## src/rtl/wb_stage_regfile_pkg.sv

```systemverilog
// Shared constants, types and helpers for the MIPS write-back stage and register file.
package wb_stage_regfile_pkg;

    localparam int unsigned REG_ADDR_W = 5;
    localparam int unsigned NUM_REGS   = 32;
    localparam int unsigned DATA_W_DEF = 32;
    localparam int unsigned CNT_W_DEF  = 16;

    typedef logic [REG_ADDR_W-1:0] reg_addr_t;

    localparam reg_addr_t ZERO_REG = REG_ADDR_W'(0);

    // Control half of the MEM/WB stage; the data word is sized by DATA_W at the top.
    typedef struct packed {
        logic      valid;
        logic      wreg;
        reg_addr_t rd;
    } wb_ctrl_t;

    function automatic logic is_zero_reg(input reg_addr_t addr);
        return addr == ZERO_REG;
    endfunction

endpackage

```

## src/rtl/wb_stage_regfile_regfile_2r1w.sv

```systemverilog
// 32-entry register file: one synchronous write port, two combinational read ports.
// Register 0 is hard-wired to zero on both write and read sides.
module regfile_2r1w
    import wb_stage_regfile_pkg::*;
#(
    parameter int unsigned DATA_W = DATA_W_DEF
) (
    input  logic              clk_i,
    input  logic              rst_ni,
    input  logic              we_i,
    input  reg_addr_t         waddr_i,
    input  logic [DATA_W-1:0] wdata_i,
    input  reg_addr_t         raddr_a_i,
    input  reg_addr_t         raddr_b_i,
    output logic [DATA_W-1:0] rdata_a_o,
    output logic [DATA_W-1:0] rdata_b_o
);

    logic [DATA_W-1:0] regs_q [NUM_REGS];

    // Array storage: cleared on reset, written on the clock edge, address 0 discarded.
    always_ff @(posedge clk_i or negedge rst_ni) begin
        if (!rst_ni) begin
            for (int i = 0; i < NUM_REGS; i++) begin
                regs_q[i] <= '0;
            end
        end else if (we_i && !is_zero_reg(waddr_i)) begin
            regs_q[waddr_i] <= wdata_i;
        end
    end

    assign rdata_a_o = is_zero_reg(raddr_a_i) ? '0 : regs_q[raddr_a_i];
    assign rdata_b_o = is_zero_reg(raddr_b_i) ? '0 : regs_q[raddr_b_i];

endmodule

```

## src/rtl/wb_stage_regfile.sv

```systemverilog
// MIPS write-back stage: MEM/WB staging register, m2reg select, commit into the
// register file and retired-instruction counter.
// Optional macro RF_WRITE_BYPASS_EN forwards the staged write data to the read ports.
module wb_stage_regfile
    import wb_stage_regfile_pkg::*;
#(
    parameter int unsigned DATA_W = DATA_W_DEF,
    parameter int unsigned CNT_W  = CNT_W_DEF
) (
    input  logic              clock,
    input  logic              resetn,
    input  logic              m_valid,
    input  logic              m_wreg,
    input  logic              m_m2reg,
    input  reg_addr_t         m_rd,
    input  logic [DATA_W-1:0] m_alu,
    input  logic [DATA_W-1:0] m_dm,
    input  logic              wb_stall,
    input  reg_addr_t         rs_addr,
    input  reg_addr_t         rt_addr,
    output logic [DATA_W-1:0] rs_data,
    output logic [DATA_W-1:0] rt_data,
    output logic              w_valid,
    output logic              w_wreg,
    output reg_addr_t         w_rd,
    output logic [DATA_W-1:0] w_data,
    output logic [CNT_W-1:0]  retired_count
);

    wb_ctrl_t          ctrl_q, ctrl_d;
    logic [DATA_W-1:0] data_q, data_d;
    logic [CNT_W-1:0]  cnt_q, cnt_d;
    logic              commit_c;
    logic              rf_we_c;
    logic [DATA_W-1:0] rf_rs_c, rf_rt_c;

    // Next-state: capture unless stalled; the outgoing instruction commits on the same edge.
    always_comb begin
        ctrl_d   = ctrl_q;
        data_d   = data_q;
        commit_c = ctrl_q.valid & ~wb_stall;
        rf_we_c  = commit_c & ctrl_q.wreg;
        cnt_d    = commit_c ? cnt_q + CNT_W'(1) : cnt_q;
        if (!wb_stall) begin
            ctrl_d.valid = m_valid;
            ctrl_d.wreg  = m_valid & m_wreg;
            ctrl_d.rd    = m_rd;
            data_d       = m_m2reg ? m_dm : m_alu;
        end
    end

    // MEM/WB stage and retired counter registers.
    always_ff @(posedge clock or negedge resetn) begin
        if (!resetn) begin
            ctrl_q <= '0;
            data_q <= '0;
            cnt_q  <= '0;
        end else begin
            ctrl_q <= ctrl_d;
            data_q <= data_d;
            cnt_q  <= cnt_d;
        end
    end

    regfile_2r1w #(
        .DATA_W(DATA_W)
    ) u_rf (
        .clk_i    (clock),
        .rst_ni   (resetn),
        .we_i     (rf_we_c),
        .waddr_i  (ctrl_q.rd),
        .wdata_i  (data_q),
        .raddr_a_i(rs_addr),
        .raddr_b_i(rt_addr),
        .rdata_a_o(rf_rs_c),
        .rdata_b_o(rf_rt_c)
    );

`ifdef RF_WRITE_BYPASS_EN
    // The staged value is what will commit, so it is forwarded even while stalled.
    logic byp_ok_c;
    assign byp_ok_c = ctrl_q.valid & ctrl_q.wreg & ~is_zero_reg(ctrl_q.rd);
    assign rs_data  = (byp_ok_c && (ctrl_q.rd == rs_addr)) ? data_q : rf_rs_c;
    assign rt_data  = (byp_ok_c && (ctrl_q.rd == rt_addr)) ? data_q : rf_rt_c;
`else
    assign rs_data = rf_rs_c;
    assign rt_data = rf_rt_c;
`endif

    assign w_valid       = ctrl_q.valid;
    assign w_wreg        = ctrl_q.wreg;
    assign w_rd          = ctrl_q.rd;
    assign w_data        = data_q;
    assign retired_count = cnt_q;

endmodule

```

## config.mk

```make
export PLATFORM = sky130hd
export DESIGN_NAME = wb_stage_regfile
export DESIGN_NICKNAME = d
export VERILOG_FILES = /design/src/rtl/wb_stage_regfile_pkg.sv /design/src/rtl/wb_stage_regfile_regfile_2r1w.sv /design/src/rtl/wb_stage_regfile.sv
export SDC_FILE = /design/constraint.sdc
export NUM_CORES = 2
export LEC_CHECK = 0
export CAP_MARGIN = 20
export CORE_MARGIN = 4
export CORE_UTILIZATION = 45
export CTS_BUF_LIST = sky130_fd_sc_hd__clkbuf_4
export DETAILED_ROUTE_END_ITERATION = 7
export PLACE_DENSITY = 0.7
export SLEW_MARGIN = 0
export SYNTH_ARGS = -nofsm -noshare
export SYNTH_HDL_FRONTEND = slang
export SYNTH_SLANG_ARGS = --single-unit
```

## constraint.sdc

```tcl
create_clock -name clock -period 4.4 [get_ports clock]
set_input_delay 0.88 -clock clock [delete_from_list [all_inputs] [get_ports clock]]
set_output_delay 0.88 -clock clock [all_outputs]
set_load 0.005 [all_outputs]
```

==> After elaboration in Yosys (flattened, before gate mapping) <==
Cells that the tools add are included.
{ "totals": {"register_bits": 1079, "input_bits": 85, "output_inout_bits": 119, "elab_cells": 67} }
{ "op_classes": {"n_addsub": 1, "n_lt_le_gt_ge": 4, "mux": 12, "n_bitwise": 7, "n_reduce_logical": 6} }
{ "ops": {"columns": ["op", "count"], "rows": [
  ["$bwmux W1024", 1],
  ["$bmux W32 S5", 2],
  ["$mux W32", 8],
  ["$demux W32 S5", 1],
  ["$ge A6 B6 Y1 const B", 3],
  ["$not A5 Y6", 3],
  ["$add A16 B1 Y16 const B", 1],
  ["$logic_not A5 Y1", 3],
  ["$lt A6 B1 Y1 const B", 1],
  ["$and A1 B1 Y1", 3],
  ["$logic_and A1 B1 Y1", 2],
  ["$logic_not A1 Y1", 1],
  ["$not A1 Y1", 1]
]} }

==> Longest topological paths before layout <==
{ "logic_depth": {"word_depth": 6, "ltp_mapped": 7, "ltp_nobuf": 5} }

==> Cells and area by module <==
From an unflattened synthesis, not the netlist that was laid out.
{ "unflattened": {"cells_unflattened": 3835, "hier_area_um2": 56809.5} }
{ "by_module_without_submodules": {"columns": ["mod", "n_inst", "cells_per_inst", "area_each_um2", "seq_area_each_um2"], "rows": [
  ["regfile_2r1w", 1, 3621, 54368.4, 25624.6],
  ["wb_stage_regfile", 1, 214, 2441.1, 1376.3]
]} }

==> Worst setup path after synthesis <==
Ideal clock, no wire load.
{ "synth_path": {"path_kind": "input to output", "startpoint": "in rt_addr[1]", "endpoint": "out rt_data[31]", "arrival_ps": 2294, "required_time_ps": 3520, "setup_slack_ps": 1226, "stages": 6, "path_buffers": 2, "path_cell_list": "buf_2 buf_2 mux4_2 mux2_2 o21ai_0 a311oi_1"} }
{ "synth_via": {"elab_chain_len": 5, "word_cells_on_any_way": 6, "cone_classes": "4 x mux; 1 x bitwise; 1 x reduce/logical"} }
{ "synth_lines": {"columns": ["element", "line_no", "source"], "rows": [
  ["start: declaration", "wb_stage_regfile.sv:20", "input reg_addr_t rt_addr,"],
  ["$not A5 Y6 (not written as such)", "wb_stage_regfile_regfile_2r1w.sv:33", "assign rdata_b_o = is_zero_reg(raddr_b_i) ? '0 : regs_q[raddr_b_i];"],
  ["$bmux W32 S5", "wb_stage_regfile_regfile_2r1w.sv:33", null],
  ["$mux W32 (not written as such) (2 in a row)", "wb_stage_regfile_regfile_2r1w.sv:33", null],
  ["$mux W32 *", "wb_stage_regfile_regfile_2r1w.sv:33", null],
  ["end: declaration", "wb_stage_regfile.sv:22", "output logic [DATA_W-1:0] rt_data,"]
]} }
Mark *: on every way between the ends. The rest lies on a longest branch, timed or not. The select of a mux whose other input is x is not followed.

==> Final worst setup path <==
{ "layout_path": {"startpoint": "in rs_addr[1]", "endpoint": "out rs_data[15]"} }
{ "layout_via": {"elab_chain_len": 5, "word_cells_on_any_way": 6, "cone_classes": "4 x mux; 1 x bitwise; 1 x reduce/logical"} }
{ "layout_lines": {"columns": ["element", "line_no", "source"], "rows": [
  ["start: declaration", "wb_stage_regfile.sv:19", "input reg_addr_t rs_addr,"],
  ["$not A5 Y6 (not written as such)", "wb_stage_regfile_regfile_2r1w.sv:32", "assign rdata_a_o = is_zero_reg(raddr_a_i) ? '0 : regs_q[raddr_a_i];"],
  ["$bmux W32 S5", "wb_stage_regfile_regfile_2r1w.sv:32", null],
  ["$mux W32 (not written as such) (2 in a row)", "wb_stage_regfile_regfile_2r1w.sv:32", null],
  ["$mux W32 *", "wb_stage_regfile_regfile_2r1w.sv:32", null],
  ["end: declaration", "wb_stage_regfile.sv:21", "output logic [DATA_W-1:0] rs_data,"]
]} }
Marked as above.

==> reports/metrics.csv <==
metric,value,unit
syn_inst,3840,
die_x,363,µm
pre_cts_slack,0.114,ns
period_needed,4.33,ns
grt_pass1_vias,40500,
yosysWarningCount,0,
start_util,45.6,%
drt_drc_violations_left,0,
final_max_slew_viol_count,0,
p_int,16.9,mW
pin_count,204,
status,completed,
hold_viol_final,0,
die_area,132000,µm²
ys_ff_latch,1079,
clockPowerShare,39.1,%
worstMarginPinSlew,1.11,ns
sw_frac_of_total,27.8,%
dr_total_vias,39000,
wl_per_cell,30.2,µm
hpwl,112000,µm
place_inst,5498,
critPathMaxFanout,32,
setup_ws,0.0729,ns
drive_gt1_share,52.2,%
routed_wirelength,182000,µm
cts_buffers,311,
cts_tree,yes,
cts_root_buffer,clkbuf_4,
fmax,231,MHz
seqPwrFrac,47.6,%
power_frac_comb,13.3,%
antenna_found_initial,7,
vias_per_cell,6.47,
clk_path_buf_depth,4,
rows,129,
core_area,124000,µm²
cts_sinks,1079,
num-nets-final,4265,
power.total,23.4,mW
netlist.area_leader.share,47.6,%
synth_most_common_cell,dfrtp_1,
end_kind,output pin,
synth-edff-count,0,
portBuffers,203,
chipHeight,363,µm
dr.pass1.iters,6,
grt_max_degree,103,
antenna_left,0,
seq_area_frac_synth,47.6,%
areaGrowthSynthToFinish,16.0,%
finalCritPeriodShare,98.3,%
switchingPower,6.51,mW
synthDistinctLibCells,40,
setup_viol,0,
synth_top_cells_by_count,"1079 x dfrtp_1, 1039 x mux2_2, 448 x mux4_2, 239 x clkbuf_1, 169 x buf_2",
syn_area_per_cell,14.8,µm²
ys.flop_type,dfrtp_1,
skew,0.0831,ns
htreeDepth,5,
finalNonFillerCells,6032,
slew_headroom,26.2,%
crit_arrival,3.45,ns
synthArstFlopShare,100,%
path_clk_slew,0.06,ns
synth.cell_area,56700,µm²
start_kind,input pin,
grt_first_pass_wirelength,270000,µm
clk_latency,1.30,ns
cap_violations,0,
p_leak,30.4,nW
ir_worst_vdd,282,µV
overflow,0,
yosysTopAreaCell,dfrtp_1,
drtIter0Drc,4276,
gp_congestion,0.873,
critPathKind,input pin to output pin,
synth_nets,3926,
p_per_area,356,nW/µm²
critPathRequiredTime,3.52,ns
grt_util_all_layers,27.6,%
min_path_type,input pin to register,
synth_area_leaders,"dfrtp_1 48%, mux2_2 21%, mux4_2 18%",
==> per-layer routing <==
metal | vias to the layer above | part of all wire, % | track usage, %
met5 | - | 0.079 | 0.642
met3 | 443 | 9.8 | 7.98
met1 | 20800 | 40 | 36.8
met4 | 6 | 3.9 | 11.3
met2 | 2088 | 47 | 42.8
li1 | 15700 | - | -
==> what timing repair did <==
| item | 4_1_cts | 5_1_grt |
|---|---|---|
| setup buffers | 0 | 0 |
| hold endpoints to repair | 66 | 0 |
| setup endpoints to repair | 5 | 8 |
| hold buffers | 1 | 0 |
| resized for setup | 5 | 9 |
==> logic make-up (layout without fill, tap and decap cells) <==
kind of cell | after synthesis | after routing | synth area share [%]
buffers and inverters | 447 | 994 | 3.44
AO/OA/AOI/OAI | 398 | 398 | 4.92
multiplexers | 1671 | 1671 | 41.7
AND/OR/NAND/NOR | 229 | 229 | 2.06
other | 0 | 8 | 0
adder cells (fa/ha/maj) | 1 | 1 | 0.0221
flip-flops | 1079 | 1079 | 47.6
XOR/XNOR | 15 | 15 | 0.232
==> final cells by class <==
class,instances,area [µm²]
Fill cell,10300,58600
Multi-Input combinational cell,2314,28000
Sequential cell,1079,27000
Timing Repair Buffer,470,4990
Clock buffer,456,3420
Tap cell,1637,2050
Clock inverter,65,275
Antenna cell,8,20.0
Inverter,3,15.0
==> cells in the final DEF (no fill, tap or decap), drive strengths merged, types with 60 or more instances in the layout <==
cell	n
nor2b	73
clkinv	60
mux2	1063
clkdlybuf4s50	190
buf	279
a22oi	64
clkbuf	456
a211oi	64
nand2	94
dfrtp	1079
a311oi	64
o21ai	142
mux2i	160
mux4	448
==> critical path, stage by stage <==
cell	delay [ns]
buf_8	0.24
buf_12	0.24
buf_12	0.26
mux4_2	0.53
mux2_2	0.27
o21ai_0	0.31
a311oi_2	0.10
clkdlybuf4s50_1	0.53
==> stage by stage <==
| stage | hold slack (ns) | area (µm²) | TNS, ns | utilization [%] |
|---|---|---|---|---|
| after global routing | 0.154 | 65800 | -0.0204 | 52.9 |
| final | 0.229 | 65800 | 0 | 52.9 |
| after detailed placement | 0.383 | 61900 | 0 | 49.8 |
| after CTS | 0.103 | 65700 | 0 | 52.8 |
| after floorplan | 0.441 | 56700 | 0 | - |
| after global placement | 0.377 | 61900 | 0 | 49.8 |
==> state kept, by name, summed over array words and instances, names as in the netlist <==
| signal | count |
|---|---|
| u_rf.regs_q | 1024 |
| w_data | 32 |
| retired_count | 16 |
| w_rd | 5 |
| w_valid | 1 |
| w_wreg | 1 |
==> final timing paths <==
| kind | from | end | slack (ns) | cells after the start |
|---|---|---|---|---|
| max | rs_addr[1] | rs_data[15] | 0.07 | 8 |
| min | m_alu[12] | w_data[12]$_DFFE_PN0N_ | 0.23 | 3 |
| max reg2reg | w_valid$_DFFE_PN0N_ | u_rf.regs_q[888]$_DFFE_PN0P_ | 1.06 | 5 |
| min reg2reg | u_rf.regs_q[1013]$_DFFE_PN0P_ | u_rf.regs_q[1013]$_DFFE_PN0P_ | 0.39 | 0 |
| max in group asynchronous | resetn | u_rf.regs_q[636]$_DFFE_PN0P_ | 2.83 | 3 |
| min in group asynchronous | resetn | u_rf.regs_q[687]$_DFFE_PN0P_ | 0.34 | 2 |
==> power groups by stage <==
stage                     combinational, mW  clock [mW]  sequential (mW)
after floorplan                        1.88           0             11.0
after global placement                 3.02           0             11.3
after detailed placement               3.07           0             11.3
after CTS                              3.09        9.36             11.1
after global routing                   3.34        9.91             11.2
final                                  3.12        9.15             11.1
Power figures use the tool's default switching activity.
